<file path="src/rtl/viterbi_pkg.sv">
// Shared Viterbi decoder types: received symbol pair and ACS sequencer states.
package viterbi_pkg;

  typedef logic [1:0] sym_pair_t;

  typedef enum logic [1:0] {
    ST_IDLE    = 2'd0,
    ST_ACS     = 2'd1,
    ST_FLUSH   = 2'd2,
    ST_TB_WAIT = 2'd3
  } acs_state_t;

endpackage

</file>
<file path="src/rtl/acs_seq_ctrl.sv">
// Sequences one frame of received symbols through the ACS array and survivor
// memory, then launches traceback and waits for it to finish.
//
// state      | meaning
// -----------+-------------------------------------------------------------
// ST_IDLE    | waiting for a symbol flagged frame_start
// ST_ACS     | accepting symbols, one survivor write per accepted symbol
// ST_FLUSH   | final survivor write visible, input stalled
// ST_TB_WAIT | traceback launched, waiting for tb_done
module acs_seq_ctrl
  import viterbi_pkg::*;
#(
  parameter  int FRAME_LEN = 256,
  localparam int ADDR_W    = $clog2(FRAME_LEN)
) (
  input  logic              clk,
  input  logic              rst,
  input  logic              in_valid,
  output logic              in_ready,
  input  sym_pair_t         rx_pair,
  input  logic              frame_start,
  output sym_pair_t         bm_pair,
  output logic              acs_en,
  output logic              acs_init,
  output logic              mem_wr,
  output logic [ADDR_W-1:0] mem_addr,
  output logic              tb_start,
  input  logic              tb_done,
  output logic              busy,
  output logic              frame_err,
  output logic [7:0]        frame_cnt
);

  localparam logic [ADDR_W-1:0] LAST_IDX = ADDR_W'(FRAME_LEN - 1);

  acs_state_t        state, state_nx;
  logic [ADDR_W-1:0] count, count_nx;
  sym_pair_t         bm_nx;
  logic [ADDR_W-1:0] addr_nx;
  logic              en_nx, init_nx, wr_nx, tbs_nx, err_nx;
  logic [7:0]        fcnt_nx;
  logic              accept;

  assign in_ready = (state == ST_IDLE) || (state == ST_ACS);
  assign accept   = in_valid & in_ready;

  always_ff @(posedge clk or negedge rst) begin
    if (!rst) begin
      state     <= ST_IDLE;
      count     <= '0;
      bm_pair   <= '0;
      mem_addr  <= '0;
      acs_en    <= 1'b0;
      acs_init  <= 1'b0;
      mem_wr    <= 1'b0;
      tb_start  <= 1'b0;
      frame_err <= 1'b0;
      busy      <= 1'b0;
      frame_cnt <= '0;
    end else begin
      state     <= state_nx;
      count     <= count_nx;
      bm_pair   <= bm_nx;
      mem_addr  <= addr_nx;
      acs_en    <= en_nx;
      acs_init  <= init_nx;
      mem_wr    <= wr_nx;
      tb_start  <= tbs_nx;
      frame_err <= err_nx;
      busy      <= (state_nx != ST_IDLE);
      frame_cnt <= fcnt_nx;
    end
  end

  always_comb begin
    state_nx = state;
    count_nx = count;
    bm_nx    = bm_pair;
    addr_nx  = mem_addr;
    en_nx    = 1'b0;
    init_nx  = 1'b0;
    wr_nx    = 1'b0;
    tbs_nx   = 1'b0;
    err_nx   = 1'b0;
    fcnt_nx  = frame_cnt;
    case (state)
      ST_IDLE: begin
        if (accept && frame_start) begin
          state_nx = ST_ACS;
          count_nx = ADDR_W'(1);
          bm_nx    = rx_pair;
          addr_nx  = '0;
          en_nx    = 1'b1;
          init_nx  = 1'b1;
          wr_nx    = 1'b1;
        end
      end
      ST_ACS: begin
        if (accept) begin
          bm_nx = rx_pair;
          en_nx = 1'b1;
          wr_nx = 1'b1;
          // A new frame_start mid-frame abandons the partial frame.
          if (frame_start) begin
            err_nx   = 1'b1;
            count_nx = ADDR_W'(1);
            addr_nx  = '0;
            init_nx  = 1'b1;
          end else begin
            addr_nx  = count;
            count_nx = count + 1'b1;
            if (count == LAST_IDX) state_nx = ST_FLUSH;
          end
        end
      end
      ST_FLUSH: begin
        state_nx = ST_TB_WAIT;
        tbs_nx   = 1'b1;
      end
      ST_TB_WAIT: begin
        if (tb_done) begin
          state_nx = ST_IDLE;
          count_nx = '0;
          fcnt_nx  = frame_cnt + 8'd1;
        end
      end
      default: state_nx = ST_IDLE;
    endcase
  end

endmodule

</file>
<file path="config.mk">
export PLATFORM = sky130hd
export DESIGN_NAME = acs_seq_ctrl
export DESIGN_NICKNAME = d
export VERILOG_FILES = /design/src/rtl/viterbi_pkg.sv /design/src/rtl/acs_seq_ctrl.sv
export SDC_FILE = /design/constraint.sdc
export NUM_CORES = 1
export LEC_CHECK = 0
export ABC_CLOCK_PERIOD_IN_PS = 1700
export BUFFER_PORTS_ARGS = -buffer_cell sky130_fd_sc_hd__clkbuf_2
export CAP_MARGIN = 10
export CORE_UTILIZATION = 50
export CTS_CLUSTER_DIAMETER = 60
export CTS_CLUSTER_SIZE = 14
export DETAILED_ROUTE_END_ITERATION = 8
export PLACE_DENSITY_LB_ADDON = 0.25
export SETUP_SLACK_MARGIN = 0.3
export SYNTH_ARGS = -nofsm -noshare
export SYNTH_HDL_FRONTEND = slang
export SYNTH_SLANG_ARGS = --single-unit
</file>
<file path="constraint.sdc">
create_clock -name clk -period 1.7 [get_ports clk]
set_input_delay 0.085 -clock clk [delete_from_list [all_inputs] [get_ports clk]]
set_output_delay 0.085 -clock clk [all_outputs]
set_load 0.01 [all_outputs]
</file>
== Word level (Yosys, flattened, before mapping) ==
Cells that the tools add are included.

* Add/sub/neg operators: 2
* Equality and inequality tests: 7
* Multiplexer cells: 26
* Bitwise logic cells: 1
* Reduce and logical (&&, ||, !) cells: 9

{| class="wikitable"
|+ Operator list
! cell !! count
|-
| $mux W8 || 7
|-
| $pmux W8 S3 || 1
|-
| $add A8 B1 Y8 const B || 2
|-
| $pmux W8 S2 || 1
|-
| $mux W2 || 7
|-
| $eq A8 B8 Y1 const B || 1
|-
| $pmux W2 S4 || 1
|-
| $mux W1 || 6
|-
| $eq A2 B2 Y1 const B || 2
|-
| $ne A2 B2 Y1 const B || 2
|-
| $pmux W1 S2 || 2
|-
| $pmux W2 S2 || 1
|-
| $reduce_and A4 Y1 || 1
|-
| $reduce_bool A2 Y1 || 2
|-
| $reduce_and A3 Y1 || 1
|-
| $reduce_bool A3 Y1 || 1
|-
| $eq A2 B1 Y1 const B || 1
|-
| $logic_not A2 Y1 || 1
|-
| $ne A2 B1 Y1 const B || 1
|-
| $reduce_and A2 Y1 || 1
|-
| $and A1 B1 Y1 || 1
|-
| $logic_and A1 B1 Y1 || 1
|-
| $logic_or A1 B1 Y1 || 1
|}

* Register bits after elaboration: 33
* Output and inout port bits: 25
* Word-level logic and storage cells: 55

== Longest topological paths before layout ==
Gate-level depths: netlist of the first run.

* Depth in word-level cells: 7
* Gate-level depth with buffers: 5
* Gate-level depth less buffers: 5

== Worst setup path before layout of the first run ==
Ideal clock, no wire load.

* Path type: reg-to-reg
* Start: register state[1]
* End: register bm_pair[0]
* Arrival: 1210 ps
* Data required time: 1575 ps
* Setup slack: 365 ps
* Cell stages (with the launch flop): 5
* Path buffers: 1
* Clock period less this slack: 1335 ps
* Cells stage by stage: dfrtp_1 > nand2b_1 > buf_2 > nor2_2 > mux2_2

* Longest elaborated chain between the ends: 6
* Elaborated cells between the ends (all ways): 10

{| class="wikitable"
|+ Ends and longest elaborated chain
! item !! RTL line !! RTL
|-
| from (decl) || acs_seq_ctrl.sv:36 || <nowiki>acs_state_t state, state_nx;</nowiki>
|-
| from (signal assigned) || acs_seq_ctrl.sv:61 || <nowiki>state <= state_nx;</nowiki>
|-
| $eq A2 B1 Y1 / $logic_not A2 Y1 (equally long branches) || acs_seq_ctrl.sv:44, acs_seq_ctrl.sv:86 ||
|-
| $logic_or A1 B1 Y1 || acs_seq_ctrl.sv:44 || <nowiki>assign in_ready = (state == ST_IDLE) || (state == ST_ACS);</nowiki>
|-
| $and A1 B1 Y1 || acs_seq_ctrl.sv:45 || <nowiki>assign accept = in_valid & in_ready;</nowiki>
|-
| $logic_and A1 B1 Y1 || acs_seq_ctrl.sv:88 || <nowiki>if (accept && frame_start) begin</nowiki>
|-
| $ne A2 B1 Y1 (no line) || n/a ||
|-
| $reduce_and A3 Y1 (no line) || n/a ||
|-
| to (signal assigned) || acs_seq_ctrl.sv:63 || <nowiki>bm_pair <= bm_nx;</nowiki>
|-
| to (decl) || acs_seq_ctrl.sv:22 || <nowiki>output sym_pair_t bm_pair,</nowiki>
|}

Several ways; a longest one is shown, not always the timed one.
A chain may end at the register's enable or synchronous reset.

== Worst setup path after layout of the first run ==
* Start: register state[1]
* End: register frame_cnt[3]

* Longest elaborated chain between the ends: 2

{| class="wikitable"
|+ Ends and longest elaborated chain
! item !! RTL line !! RTL
|-
| $eq A2 B2 Y1 || acs_seq_ctrl.sv:86 || <nowiki>case (state)</nowiki>
|-
| $reduce_and A2 Y1 (no line) || n/a ||
|-
| to (signal assigned) || acs_seq_ctrl.sv:71 || <nowiki>frame_cnt <= fcnt_nx;</nowiki>
|-
| to (decl) || acs_seq_ctrl.sv:31 || <nowiki>output logic [7:0] frame_cnt</nowiki>
|}

Every way passes these cells.

==> impl_metrics.json, run 1 <==
{
  "setup-tns-final_ns": 0,
  "cp.required_ns": 1.91,
  "synth_area_sq_um": 1570,
  "start_kind": "flip-flop",
  "synth_nets": 159,
  "end_kind": "flip-flop",
  "peakVddDrop_mv": 0.770,
  "io_buffers": 31,
  "cts_made_buffers": 5,
  "skew_ns": 0.00535,
  "die-width_um": 58.0,
  "maxCapViolCount": 0,
  "clock.fmax_ghz": 0.718,
  "async_reset_ff_share_pct": 100,
  "vias": 1327,
  "worst_pin_slew_ns": 0.796,
  "yosysMostFrequentCell": "dfrtp_1",
  "yosys_warnings": 0,
  "synth_area_leaders": "dfrtp_1 (53%), a31oi_1 (4.4%), o21ai_0 (4.1%)",
  "die_h_um": 58.0,
  "yosysTopAreaCellShare_pct": 52.6,
  "antenna_found_initial": 0,
  "slew_viol_final": 0,
  "wl_mm": 3.56,
  "hp-class": "in -> reg",
  "vias_per_cell": 5.53,
  "critical_path_class": "reg -> reg",
  "yosys.area.top_type": "dfrtp_1",
  "setup_viol": 0,
  "finalNonFillerCells": 240,
  "antennaDiodeCount": 0,
  "hold_viol": 0,
  "grt_pass1_wl_mm": 5.44,
  "avgSynthCellArea_sq_um": 10.5,
  "wl_per_cell_um": 14.8,
  "clk_pin_slew_ns": 0.09,
  "synthTopCellsByCount": "dfrtp_1 (33), nand2_1 (14), o21ai_0 (13), a31oi_1 (11), nor2b_1 (8)",
  "grt_start_max_net_pins": 34,
  "synth_edf_count": 0,
  "fin_crit_sh_pct": 81.9,
  "drc_errors": 4,
  "clock_path_buffers": 2,
  "seq_area_sq_um": 830,
  "cts_num_sinks": 33,
  "cp_slowest_cell": "dfrtp_2",
  "status": "finished, violations left",
  "syn_to_final_growth_pct": 28.9,
  "power_mw": 2.49,
  "cts_tree": "done",
  "start_util_pct": 54.6,
  "timing.hold.ws_ns": 0.109,
  "grt_pass1_vias": 1121,
  "ys_seq_area_share_pct": 52.6,
  "synth.distinct_cells": 40,
  "die_area_sq_um": 3370,
  "gp_congestion": 0.846,
  "multi_input_area_sq_um": 767,
  "crit_fanout": 7,
  "drt_iter0_drc": 66,
  "leakagePower_nw": 0.926,
  "period_needed_ns": 1.39,
  "ant_nets": 0,
  "overflow": 0,
  "final_nets": 207,
  "core_sq_um": 2880,
  "ys.flop_type": "dfrtp_1",
  "critPathMaxStageDelay_ns": 0.47,
  "failed_checks": "DRC",
  "p_per_area_nw_per_um2": 1230,
  "rsz0062_at_grt": "true",
  "fill_cells": 221,
  "netlist_instances": 150,
  "max_slew_margin_pct": 46.9,
  "dp_cells": 220,
  "arrival_ns": 1.60,
  "path_cells": "and3_4, buf_6, and4_4, buf_4, xor2_1",
  "dpl.hpwl_mm": 2.18,
  "ys_ff_latch": 33,
  "num_io_pins": 32,
  "worstSkewPairLatency_ns": 0.33,
  "drive_gt1_share_pct": 39.4,
  "first_pass_iters": 7,
  "htreeDepth": 2,
  "rows": 19,
  "grt_use_total_pct": 21.4,
  "cts_root_buffer": "clkbuf_4"
}
power breakdown:
part           internal, mW  total, mW  switching (mW)
combinational         0.441      0.908           0.466
clock                 0.195      0.437           0.242
sequential            0.949       1.14           0.195
path summary, 6_finish.rpt:
path	to	cells past startpoint	slack [ns]	startpoint
max reg2reg	frame_cnt[3]	5	0.31	state[1]
max in group asynchronous	count[5]	2	0.78	rst
min reg2reg	frame_cnt[7]	1	0.50	frame_cnt[7]
min in group asynchronous	mem_addr[1]	2	0.37	rst
max	frame_cnt[3]	5	0.31	state[1]
min	state[1]	3	0.11	in_valid
state kept, by name (all words and copies together) (netlist names), 2 cells and up:
signal,count
frame_cnt,8
state,2
mem_addr,8
bm_pair,2
count,8
cells in the final DEF (no fill, tap or decap), drive strengths merged, types with 2 or more instances in the layout:
| cell | instances |
|---|---|
| xnor2 | 5 |
| nand2 | 14 |
| buf | 16 |
| nor2 | 8 |
| dlygate4sd3 | 3 |
| mux2 | 3 |
| a31oi | 11 |
| a21oi | 2 |
| and3 | 3 |
| o41ai | 2 |
| ha | 2 |
| and4 | 3 |
| clkbuf | 38 |
| o21ai | 17 |
| and2 | 2 |
| nand3 | 6 |
| nand4 | 4 |
| nor2b | 8 |
| inv | 3 |
| dfrtp | 33 |
| xor2 | 2 |
worst max-delay path: cells and delay by family (launching register included):
kind          cells  cell delay, ns
simple gates      2            0.43
xor+xnor          1            0.13
buf+inv           2            0.25
flops             1            0.47
kinds of logic (layout without fill, tap and decap cells):
kind of cell | after synthesis | after routing | synth area share [%]
simple gates | 55 | 55 | 19.8
compound gates | 38 | 38 | 15.5
flops | 33 | 33 | 52.6
buf+inv | 12 | 60 | 4.38
xor+xnor | 7 | 7 | 3.90
mux | 3 | 3 | 2.15
fa+ha+maj | 2 | 2 | 1.59
cell type report:
class	instances	share of cell area, %
tap	42	2.60
timing repair buffer	50	15.3
clock buffer	7	2.72
multi-input combinational	105	37.9
inverter	3	0.556
sequential	33	41.0
routing by layer:
metal  vias to the layer above  wire length, um  part of all wire, %  global-route usage (%)
met5                         -                0                    0                       0
li1                        629                -                    -                       -
met3                        10              199                  5.6                    5.80
met2                        49             1660                   47                    30.0
met1                       639             1640                   46                    31.8
met4                         0               55                  1.5                    7.48
through the flow:
step	setup WS, ns	area [sq um]	utilization [%]
after detailed placement	0.195	1770	61.4
after global routing	0.235	2020	70.4
after CTS	0.267	1900	66.1
after global placement	0.260	1770	61.4
final	0.308	2020	70.4
after floorplan	0.365	1570	-
what timing repair did:
item	in CTS	in global routing
hold buffers	3	0
setup buffers	4	6
setup endpoints to repair	10	14
resized for setup	7	17
hold endpoints to repair	35	0
pin swaps	0	2
Note: power is estimated with default switching activity, not from simulation.
==> run 2: changes to the inputs <==
--- a/config.mk
+++ b/config.mk
@@ -5,7 +5,7 @@
 export SDC_FILE = /design/constraint.sdc
 export NUM_CORES = 1
 export LEC_CHECK = 0
-export ABC_CLOCK_PERIOD_IN_PS = 1700
+export ABC_CLOCK_PERIOD_IN_PS = 1400
 export BUFFER_PORTS_ARGS = -buffer_cell sky130_fd_sc_hd__clkbuf_2
 export CAP_MARGIN = 10
 export CORE_UTILIZATION = 50
==> constraint.sdc (replaced) <==
create_clock -name clk -period 1.4 [get_ports clk]
set_input_delay 0.07 -clock clk [delete_from_list [all_inputs] [get_ports clk]]
set_output_delay 0.07 -clock clk [all_outputs]
set_load 0.01 [all_outputs]
==> impl_metrics.json, run 2 (synthesis gave the netlist of run 1 again) <==
{
  "wl_mm": 5.01,
  "dpl.hpwl_mm": 2.59,
  "failed_checks": "DRC, setup timing",
  "cts_tree": "done",
  "peakVddDrop_mv": 1.26,
  "arrival_ns": 1.69,
  "ant_nets": 0,
  "crit_family": "flip-flops",
  "cts_num_sinks": 33,
  "pwr-share-comb_pct": 40.8,
  "cp_num_buf_inv": 1,
  "cp.required_ns": 1.62,
  "drive_gt1_share_pct": 48.8,
  "setup_viol": 7,
  "io_buffers": 31,
  "grt_use_total_pct": 27.6,
  "slew_viol_final": 0,
  "cp_slowest_cell": "dfrtp_1",
  "layout_commonest_cell": "dfrtp_1",
  "grt_start_max_net_pins": 34,
  "htreeDepth": 2,
  "die_area_sq_um": 3370,
  "end_kind": "flip-flop",
  "gp_congestion": 0.851,
  "final_nets": 225,
  "max_slew_margin_pct": 72.7,
  "period_needed_ns": 1.47,
  "switching_share_pct": 35.3,
  "p_per_area_nw_per_um2": 1620,
  "worst_pin_slew_ns": 0.409,
  "cts_root_buffer": "clkbuf_4",
  "vias": 1543,
  "critPathMaxStageDelay_ns": 0.48,
  "leakagePower_nw": 1.13,
  "grt_pass1_vias": 1397,
  "start_util_pct": 54.6,
  "p_int_mw": 2.49,
  "skew_ns": 0.0167,
  "drc_errors": 1,
  "finalNonFillerCells": 259,
  "vias_per_cell": 5.96,
  "p_seq_share_pct": 36.3,
  "path_cells": "buf_6, nor3b_4, nand2_1, o41ai_2",
  "hp-class": "in -> reg",
  "start_kind": "flip-flop",
  "rows": 19,
  "syn_to_final_growth_pct": 51.9,
  "die_h_um": 58.0,
  "p_switching_mw": 1.36,
  "setup_slack_ns": -0.0670,
  "power_mw": 3.85,
  "dp_cells": 231,
  "worstSkewPairLatency_ns": 0.34,
  "die-width_um": 58.0,
  "reg_top3": "count x8, frame_cnt x8, mem_addr x8",
  "status": "finished, violations left",
  "clock.fmax_ghz": 0.682,
  "cts_made_buffers": 5,
  "overflow": 0,
  "critical_path_class": "reg -> reg",
  "drt_iter0_drc": 107,
  "rsz0062_at_grt": "true",
  "grt_pass1_wl_mm": 6.84,
  "wl_per_cell_um": 19.3,
  "num_io_pins": 32,
  "core_sq_um": 2880,
  "antenna_found_initial": 0,
  "antennaDiodeCount": 0,
  "fin_crit_sh_pct": 105,
  "hold_viol": 0,
  "clock_path_buffers": 2,
  "first_pass_iters": 6,
  "maxCapViolCount": 0,
  "crit_fanout": 5,
  "clk_pin_slew_ns": 0.10,
  "clockPowerShare_pct": 22.9,
  "most-common-layout-cells": "dfrtp_1 (31), clkbuf_2 (30), buf_4 (21), o21ai_1 (15), nand2_1 (12)",
  "fill_cells": 146
}
-- run 2: changes by cell type in the layout (fill, tap and decap cells not counted), sizes merged --
cell / previous run / this run
buf: 16 / 35
bufinv: 0 / 2
clkbuf: 38 / 35
clkinv: 0 / 1
-- run 2: worst paths after layout --
check                                   from            to  slack, ns  depth (start not counted)
worst max-delay path                state[0]      count[7]      -0.07                          4
worst min-delay path                 tb_done      state[1]       0.15                          3
worst max register to register      state[0]      count[7]      -0.07                          4
worst min register to register  frame_cnt[7]  frame_cnt[7]       0.48                          1
max in group asynchronous                rst      state[1]       0.80                          3
min in group asynchronous                rst   mem_addr[4]       0.28                          3
-- run 2: final cells by class --
cell class	instances	area, sq um	area share (%)
timing repair buffer	68	510	21.4
clock inverter	3	65.1	2.73
multi-input combinational	105	875	36.7
clock buffer	5	37.5	1.57
tap	42	52.6	2.20
sequential	33	828	34.7
inverter	3	16.3	0.682
-- run 2: worst reg2reg max path, cell delays in order (launching register included) --
cell,delay (ns)
dfrtp_1,0.48
buf_6,0.17
nor3b_4,0.29
nand2_1,0.15
o41ai_2,0.27
-- run 2: what timing repair did --
action,4_1_cts,5_1_grt
hold buffers,3,0
buffers inserted,8,7
endpoints found under the hold margin,35,0
setup endpoints to repair,26,30
pin swaps,10,14
resized for setup,21,37
gates cloned,1,1
-- run 2: power groups by stage --
| stage | Sequential [mW] | Combinational [mW] | Clock [mW] |
|---|---|---|---|
| floorplan | 1.42 | 0.563 | 0 |
| global placement | 1.35 | 0.991 | 0 |
| detailed placement | 1.38 | 1.02 | 0 |
| CTS | 1.35 | 1.26 | 0.895 |
| global route | 1.41 | 1.65 | 0.929 |
| finish | 1.40 | 1.57 | 0.883 |
-- run 2: through the flow --
step	util (%)	setup WS, ns	hold WS, ns	setup TNS (ns)	cell area, sq um
final	82.9	-0.0670	0.149	-0.305	2380
after global routing	82.9	-0.0875	0.135	-0.516	2380
after CTS	75.2	0.0000617	0.0872	0	2160
after detailed placement	66.0	-0.0291	0.115	-0.0291	1900
after global placement	66.0	0.0476	0.111	0	1900
after floorplan	-	0.107	-0.226	0	1640
-- run 2: metal layers --
| metal | up-vias | part of all wire, % | track usage (%) |
|---|---|---|---|
| li1 | 672 | - | - |
| met1 | 731 | 38 | 34.4 |
| met3 | 36 | 9.6 | 7.81 |
| met2 | 104 | 48 | 45.0 |
| met5 | - | 0 | 0 |
| met4 | 0 | 4.7 | 11.6 |
